**config.mk**
```make
export PLATFORM = sky130hd
export DESIGN_NAME = load_unit
export DESIGN_NICKNAME = d
export VERILOG_FILES = /design/src/rtl/load_unit.sv
export SDC_FILE = /design/constraint.sdc
export NUM_CORES = 1
export LEC_CHECK = 0
export ABC_AREA = 1
export CAP_MARGIN = 0
export CORE_ASPECT_RATIO = 0.7
export CORE_UTILIZATION = 45
export CTS_BUF_LIST = sky130_fd_sc_hd__clkbuf_2 sky130_fd_sc_hd__clkbuf_4 sky130_fd_sc_hd__clkbuf_8
export DETAILED_ROUTE_END_ITERATION = 6
export GPL_TIMING_DRIVEN = 0
export PLACE_DENSITY = 0.91
export SETUP_SLACK_MARGIN = 0.5
export SLEW_MARGIN = 20
export SYNTH_ARGS = -nofsm -noshare
export SYNTH_HDL_FRONTEND = slang
export SYNTH_SLANG_ARGS = --single-unit
```
**constraint.sdc**
```tcl
create_clock -name clk -period 1.5 [get_ports clk]
set_input_delay 0.45 -clock clk [delete_from_list [all_inputs] [get_ports clk]]
set_output_delay 0.45 -clock clk [all_outputs]
set_load 0.005 [all_outputs]
```
**src/rtl/load_unit.sv**
```systemverilog
// load_unit: memory-stage load controller.
// Checks the load for alignment and address range, issues one word-aligned
// read on the req/ack data bus, then selects and extends the returned byte,
// half or word. Stalls the pipeline while busy and reports AdEL/DBE to CP0.
//
// state | meaning
// IDLE  | waiting for a load from the MEM stage
// REQ   | bus read outstanding, timeout counter running
// DONE  | ld_done pulse with the extended result
// FAULT | ld_done pulse with ld_exc, exc_code, bad_vaddr, exc_pc
module load_unit #(
  parameter int          TIMEOUT = 16,
  parameter logic [31:0] DM_TOP  = 32'h0000_3000
) (
  input  logic        clk,
  input  logic        reset,
  input  logic        ld_valid,
  input  logic [31:0] ld_addr,
  input  logic [2:0]  ld_type,
  input  logic [31:0] ld_pc,
  input  logic        flush,
  output logic        ld_stall,
  output logic        ld_done,
  output logic [31:0] ld_data,
  output logic        ld_exc,
  output logic [4:0]  exc_code,
  output logic [31:0] bad_vaddr,
  output logic [31:0] exc_pc,
  output logic        bus_req,
  output logic [31:0] bus_addr,
  input  logic [31:0] bus_rdata,
  input  logic        bus_ack,
  input  logic        bus_err
);

  typedef enum logic [1:0] {S_IDLE, S_REQ, S_DONE, S_FAULT} state_t;

  localparam logic [4:0] EXC_ADEL = 5'd4;
  localparam logic [4:0] EXC_DBE  = 5'd7;
  localparam logic [7:0] CNT_LAST = 8'(TIMEOUT - 1);

  state_t      r_state;
  logic [31:0] r_addr;
  logic [2:0]  r_type;
  logic [31:0] r_pc;
  logic [7:0]  r_cnt;
  logic        r_bus_req;
  logic [31:0] r_bus_addr;
  logic        r_done;
  logic        r_exc;
  logic [4:0]  r_code;
  logic [31:0] r_data;
  logic [31:0] r_bva;
  logic [31:0] r_epc;

  logic        w_in_dm;
  logic        w_in_tmr;
  logic        w_type_ok;
  logic        w_align_ok;
  logic        w_legal;
  logic [7:0]  w_byte;
  logic [15:0] w_half;
  logic [31:0] w_ext;

  assign w_in_dm  = (ld_addr < DM_TOP);
  assign w_in_tmr = ((ld_addr >= 32'h0000_7F00) && (ld_addr <= 32'h0000_7F0B)) ||
                    ((ld_addr >= 32'h0000_7F10) && (ld_addr <= 32'h0000_7F1B));

  // Type and alignment legality of the incoming load; timers take lw only.
  always_comb begin
    w_type_ok  = 1'b0;
    w_align_ok = 1'b0;
    case (ld_type)
      3'b000, 3'b100: begin
        w_type_ok  = 1'b1;
        w_align_ok = 1'b1;
      end
      3'b001, 3'b101: begin
        w_type_ok  = 1'b1;
        w_align_ok = ~ld_addr[0];
      end
      3'b011: begin
        w_type_ok  = 1'b1;
        w_align_ok = (ld_addr[1:0] == 2'b00);
      end
      default: begin
        w_type_ok  = 1'b0;
        w_align_ok = 1'b0;
      end
    endcase
  end

  assign w_legal = w_type_ok && w_align_ok &&
                   (w_in_dm || (w_in_tmr && (ld_type == 3'b011)));

  // Byte/half select from the returned word and sign/zero extension.
  always_comb begin
    w_byte = bus_rdata[7:0];
    case (r_addr[1:0])
      2'd0: w_byte = bus_rdata[7:0];
      2'd1: w_byte = bus_rdata[15:8];
      2'd2: w_byte = bus_rdata[23:16];
      2'd3: w_byte = bus_rdata[31:24];
      default: w_byte = bus_rdata[7:0];
    endcase
    w_half = r_addr[1] ? bus_rdata[31:16] : bus_rdata[15:0];
    w_ext  = bus_rdata;
    case (r_type)
      3'b000: w_ext = {{24{w_byte[7]}}, w_byte};
      3'b100: w_ext = {24'h0, w_byte};
      3'b001: w_ext = {{16{w_half[15]}}, w_half};
      3'b101: w_ext = {16'h0, w_half};
      default: w_ext = bus_rdata;
    endcase
  end

  // Load sequencing FSM; all status outputs are registered here.
  always_ff @(posedge clk) begin
    if (reset) begin
      r_state    <= S_IDLE;
      r_addr     <= 32'h0;
      r_type     <= 3'b000;
      r_pc       <= 32'h0;
      r_cnt      <= 8'h0;
      r_bus_req  <= 1'b0;
      r_bus_addr <= 32'h0;
      r_done     <= 1'b0;
      r_exc      <= 1'b0;
      r_code     <= 5'd0;
      r_data     <= 32'h0;
      r_bva      <= 32'h0;
      r_epc      <= 32'h0;
    end else begin
      r_done <= 1'b0;
      r_exc  <= 1'b0;
      r_code <= 5'd0;
      r_bva  <= 32'h0;
      r_epc  <= 32'h0;
      case (r_state)
        S_IDLE: begin
          if (ld_valid && !flush) begin
            r_addr <= ld_addr;
            r_type <= ld_type;
            r_pc   <= ld_pc;
            if (w_legal) begin
              r_state    <= S_REQ;
              r_bus_req  <= 1'b1;
              r_bus_addr <= {ld_addr[31:2], 2'b00};
            end else begin
              r_state <= S_FAULT;
              r_done  <= 1'b1;
              r_exc   <= 1'b1;
              r_code  <= EXC_ADEL;
              r_bva   <= ld_addr;
              r_epc   <= ld_pc;
              r_data  <= 32'h0;
            end
          end
        end
        S_REQ: begin
          r_cnt <= r_cnt + 8'd1;
          if (flush) begin
            r_state    <= S_IDLE;
            r_cnt      <= 8'h0;
            r_bus_req  <= 1'b0;
            r_bus_addr <= 32'h0;
          end else if (bus_ack) begin
            r_state    <= S_DONE;
            r_cnt      <= 8'h0;
            r_bus_req  <= 1'b0;
            r_bus_addr <= 32'h0;
            r_data     <= w_ext;
            r_done     <= 1'b1;
          end else if (bus_err || (r_cnt == CNT_LAST)) begin
            // DBE reports the original byte address, not the aligned one.
            r_state    <= S_FAULT;
            r_cnt      <= 8'h0;
            r_bus_req  <= 1'b0;
            r_bus_addr <= 32'h0;
            r_done     <= 1'b1;
            r_exc      <= 1'b1;
            r_code     <= EXC_DBE;
            r_bva      <= r_addr;
            r_epc      <= r_pc;
            r_data     <= 32'h0;
          end
        end
        S_DONE:  r_state <= S_IDLE;
        S_FAULT: r_state <= S_IDLE;
        default: r_state <= S_IDLE;
      endcase
    end
  end

  // A flush in DONE/FAULT suppresses the completion report.
  assign ld_done   = r_done & ~flush;
  assign ld_exc    = r_exc & ~flush;
  assign exc_code  = flush ? 5'd0 : r_code;
  assign ld_data   = r_data;
  assign bad_vaddr = r_bva;
  assign exc_pc    = r_epc;
  assign bus_req   = r_bus_req;
  assign bus_addr  = r_bus_addr;
  assign ld_stall  = ((r_state == S_IDLE) && ld_valid && !flush) || (r_state == S_REQ);

endmodule

```
# Word level (Yosys, flattened, before mapping)
# Index checks and enable logic that the tools add are counted.
# word_totals
register_bits,213
inputBits,105
out_inout_bits,137
word_cells,129
# classes
add_sub_neg,1
n_lt_le_gt_ge,5
n_eq_ne,20
n_mux,59
bitwise,4
reduce_logical,27
# ops
op,n
2-to-1 mux 32 bit,19
one-hot mux 32 bit (2 select lines),4
one-hot mux 32 bit (4 select lines),1
>= comparator 32 x 15 -> 1 bit (second input constant),2
less-or-equal comparator 32 x 15 -> 1 bit (second input constant),2
< comparator 32 x 14 -> 1 bit (second input constant),1
one-hot mux 8 bit (4 select lines),1
2-to-1 mux 8 bit,3
2-to-1 mux 16 bit,1
2-to-1 mux 3 bit,5
2-to-1 mux 1 bit,13
equality test 3 bit (second input constant),4
2-to-1 mux 2 bit,5
adder 8 x 1 -> 8 bit (second input constant),1
equality test 2 bit (second input constant),4
equality test 8 x 4 -> 1 bit (second input constant),1
logical AND 1 bit,8
!= test 2 bit (second input constant),4
equality test 3 x 1 -> 1 bit (second input constant),2
zero test 2 bit,3
zero test 3 bit,2
one-hot mux 1 bit (2 select lines),3
one-hot mux 2 bit (3 select lines),1
one-hot mux 3 bit (2 select lines),1
16 further kinds,25

# Logic depth before layout (Yosys ltp)
# Gate-level depths: netlist of the first run.
# depth
ltp_word,9
ltp_mapped,12
depth_no_buf,11

# Worst setup path after synthesis of the first run
# Ideal clock, no wire load.
# synth_timing
kind,flip-flop to flip-flop
from,register r_cnt[0]
to,"register r_bus_addr[12], in the netlist bus_addr[12]"
setup_time_ps,132
arrival_ps,1461
required_time_ps,1368
setup_slack_ps,-93
stages_incl_launch_ff,12
n_path_buf,1
period_less_slack_ps,1593
path_cell_list,dfxtp_1 > ha_1 > nand2_1 > nor2_2 > nand3_1 > nand3_2 > nand2_1 > nor2_4 > nand2_2 > buf_2 > nand2_1 > a21oi_1
# synth_between
elab_chain_len,4
# synth_rtl
element,line_no,text
"start, declared",46,logic [7:0] r_cnt;
"start signal, assigned",161,r_cnt <= r_cnt + 8'd1;
equality test 8 x 4 -> 1 bit,174,end else if (bus_err || (r_cnt == CNT_LAST)) begin
logical OR 1 bit,174,
!= test 4 bit (no source line),--,
AND reduction 4 bit (no source line),--,
"end signal, assigned",148,"r_bus_addr <= {ld_addr[31:2], 2'b00};"
"end, declared",48,logic [31:0] r_bus_addr;
# No other way between the ends.
# A chain may end at the register's enable or synchronous reset.

# Worst setup path after layout of the first run
# layout_timing
from,register r_cnt[0]
to,"register r_epc[31], in the netlist exc_pc[31]"
# layout_between
elab_chain_len,6
# layout_rtl
element,line_no,text
equality test 8 x 4 -> 1 bit,174,
logical OR 1 bit,174,
2-to-1 mux 32 bit,174,
2-to-1 mux 32 bit,167,end else if (bus_ack) begin
2-to-1 mux 32 bit,162,if (flush) begin
one-hot mux 32 bit (2 select lines),139,case (r_state)
"end signal, assigned",155,r_epc <= ld_pc;
"end signal, assigned",184,r_epc <= r_pc;
"end, declared",54,logic [31:0] r_epc;
# No other way between the ends.

==> results of run 1 <==
worst min-delay path: stages:
cell	delay, ns
clkbuf_2	0.11
nand2_4	0.08
a21oi_2	0.05
per-stage QoR:
stage / setup TNS, ns / hold slack (ns)
2_1_floorplan: -2.677 / 0.4332
5_1_grt: -78.49 / 0.1371
3_5_place_dp: -187.98 / 0.4278
6_report: -75.50 / 0.1181
3_3_place_gp: -186.03 / 0.4238
4_1_cts: -29.43 / 0.1524
registers in the layout, indices dropped and copies added (netlist names):
register / count
r_cnt: 8
bus_req: 1
ld_data: 32
r_addr: 32
exc_pc: 32
bus_addr: 30
r_exc: 1
r_state: 2
r_done: 1
r_pc: 32
r_code: 1
r_type: 3
bad_vaddr: 32
area by class of cell:
| type | count | area (um^2) |
|---|---|---|
| multi-input cells | 819 | 5715 |
| flip-flops and latches | 207 | 4257 |
| repair buffers | 351 | 3416 |
| fillers | 732 | 2609 |
| plain buffers | 80 | 890.9 |
| clock buffers | 41 | 520.5 |
| inverters | 66 | 307.8 |
| well taps | 236 | 295.3 |
| clock inverters | 14 | 200.2 |
routing by layer:
| metal | up-vias | GRT usage, % |
|---|---|---|
| met5 | - | 0 |
| met4 | 12 | 21.06 |
| met3 | 576 | 11.72 |
| met2 | 1365 | 59.12 |
| met1 | 5331 | 43.10 |
| li1 | 4527 | - |
path summary, 6_finish.rpt:
check	slack [ns]	to
setup / recovery	-0.68	exc_pc[31]
hold / removal	0.12	bad_vaddr[30]
setup reg to reg	-0.68	exc_pc[31]
hold reg to reg	0.45	bus_addr[20]
repair_timing:
item	4_1_cts	5_1_grt
gates resized for setup	958	388
setup endpoints to repair	340	340
setup buffers	71	14
gates cloned	22	9
endpoints found under the hold margin	0	0
pin swaps	82	107
power breakdown:
| group | internal, W | total, W | leakage [nW] | switching, W |
|---|---|---|---|---|
| Combinational | 0.00134 | 0.00310 | 4.72 | 0.00176 |
| Clock | 0.00313 | 0.00573 | 0.375 | 0.00261 |
| Sequential | 0.00574 | 0.00595 | 1.72 | 0.000203 |
cell usage in the layout (no fill, tap or decap), types with 36 or more instances in the layout:
master,Yosys,final
nand2_1,321,159
buf_2,25,113
clkdlybuf4s50_1,0,68
a21oi_2,0,133
nand2_2,6,86
clkbuf_8,0,38
nand2_4,2,81
inv_1,57,50
buf_4,13,59
buf_6,6,48
nand3_1,85,40
nor2_2,4,36
dfxtp_2,0,87
nor2_1,164,113
dfxtp_1,207,119
cells by family (layout without fill, tap and decap cells):
kind of cell | after synthesis | in the layout | share of synthesized area [%]
adders and majority gates | 1 | 1 | 0.1479
and+or+nand+nor | 597 | 598 | 29.30
AOI/OAI and AO/OA | 214 | 214 | 13.30
DFF | 207 | 207 | 48.99
xor gates and xnor gates | 2 | 2 | 0.2071
other | 1 | 4 | 0.04433
buffers and inverters | 146 | 552 | 8.016
==> flow_metrics.py, run 1 <==
metrics = {
    "outcome": {
        "status": "finished, violations left",
        "violations": "DRC, setup timing",
    },
    "route": {
        "totalWireLength_mm": 51.64,
        "dr_total_vias": 11810,
        "vias_per_cell": 6.511,
        "drt-initial-drc-count": 1903,
        "wl_met3_mm": 8.446,
        "drtAntennaViolNets": 0,
        "highest_layer": "met5",
        "wl_met1_mm": 16.45,
        "first_pass_iters": 7,
        "routedWlPerCell_um": 28.47,
        "drc": 68,
        "wl_met2_mm": 21.26,
    },
    "timing": {
        "finalSetupViolations": 261,
        "min_period_ns": 2.180,
        "fin_skew_ns": 0.03737,
        "hold_viol": 0,
        "rsz0062_at_grt": "true",
        "max_freq_mhz": 458.8,
        "setup_slack_ns": -0.6798,
        "slew_viol_final": 0,
        "slew_headroom_pct": 28.69,
        "worst_slew_pin_slew_ns": 1.070,
        "fin_crit_sh_pct": 145.3,
    },
    "finish": {
        "final_nets": 1661,
        "layout.cells.non_filler": 1814,
        "utilization_pct": 85.68,
        "post-route-cell-area_um2": 15600,
        "syn_to_final_growth_pct": 84.44,
        "drive_gt1_share_pct": 58.37,
        "diodes": 0,
    },
    "critical_path": {
        "critPathMostFrequentCell": "nand2_4",
        "cp.depth": 12,
        "startpoint": "r_cnt[0]",
        "path_cells": "ha_4 > nand2_4 > nor2_4 > nand3_4 > nand2_4 > nand2_4 > inv_8 > buf_6 > buf_16 > buf_12 > nand2_4 > a21oi_2",
        "r2r_cells": 12,
        "critical_path_buf_inv_count": 4,
        "critPathKind": "reg2reg",
        "cp_top_family": "simple AND/OR/NAND/NOR gates",
        "critPathLaunchType": "register",
        "slowest_stage": "a21oi_2",
        "crit_arrival_ns": 2.63,
        "crit_fanout": 4,
        "cp-end-kind": "register",
        "worstPathRequired_ns": 1.95,
        "worstReg2RegStart": "r_cnt[0]",
        "slowest_delay_ns": 0.42,
    },
    "die": {
        "placementRows": 41,
        "dieArea_um2": 19360,
        "die_h_um": 116.7,
        "start_util_pct": 46.45,
        "die_x_um": 165.9,
        "core_area_um2": 18210,
        "pin_count": 242,
    },
    "global_routing": {
        "grt_pass1_wl_mm": 54.86,
        "grtUsageTotal_pct": 36.37,
        "grt.overflow.total": 0,
        "grt_start_max_net_pins": 15,
        "antenna_found_initial": 3,
        "grt_pass1_vias": 10210,
    },
    "placed_design": {
        "placed_area_um2": 11610,
        "dp_cells": 1643,
        "place.gp.congestion": 0.9439,
        "dp_hpwl_mm": 19.79,
        "dp_slack_ns": -1.348,
        "port_buffers": 236,
    },
    "clock_tree": {
        "cts_buffers": 30,
        "clock-root-buffer": "clkbuf_8",
        "h-tree-depth": 1,
        "cts_tree": "built",
        "clockBufferDepth": 3,
        "clock_latency_ns": 0.63,
        "clock-sinks": 207,
        "clk_pin_slew_worst_paths_ns": 0.08,
        "ctsHoldBuffers": 0,
    },
    "synth": {
        "ys_ff_latch": 207,
        "ys_async_sr_fraction_pct": 0,
        "syn_avg_cell_area_um2": 7.243,
        "synthCells": 1168,
        "synth_top_flop_cell": "dfxtp_1",
        "yosysMostFrequentCell": "nand2_1",
        "synth_seq_area_share_pct": 48.99,
        "synth_largest_area_cell": "dfxtp_1",
        "synth_area_um2": 8459,
        "synth_top_area_share_pct": 48.99,
        "synth_cell_types": 35,
        "synth_commonest_cells": "321 x nand2_1, 207 x dfxtp_1, 167 x a21oi_1",
        "synth_edf_count": 0,
        "synth_area_leaders": "dfxtp_1 49%, nand2_1 14%, a21oi_1 9.9%",
        "yosysWarnings": 0,
    },
    "power": {
        "p_leak_nw": 6.817,
        "peakVddDrop_mv": 0.9226,
        "finalPower_w": 0.01478,
        "power.density_nw_per_um2": 947.0,
    },
    "worst_hold_path": {
        "worstHoldStart": "ld_addr[30]",
        "hp-class": "in2reg",
        "hold_path_depth": 3,
    },
    "run": {
        "maxCapViolCount": 0,
    },
}
(Power assumes the default switching activity.)
==> run 2: changes to the inputs <==
--- a/config.mk
+++ b/config.mk
@@ -14,7 +14,6 @@
 export GPL_TIMING_DRIVEN = 0
 export PLACE_DENSITY = 0.91
 export SETUP_SLACK_MARGIN = 0.5
-export SLEW_MARGIN = 20
 export SYNTH_ARGS = -nofsm -noshare
 export SYNTH_HDL_FRONTEND = slang
 export SYNTH_SLANG_ARGS = --single-unit
==> results of run 2 <==
Same layout as run 1: the final DEF is identical, and so are final timing and power.
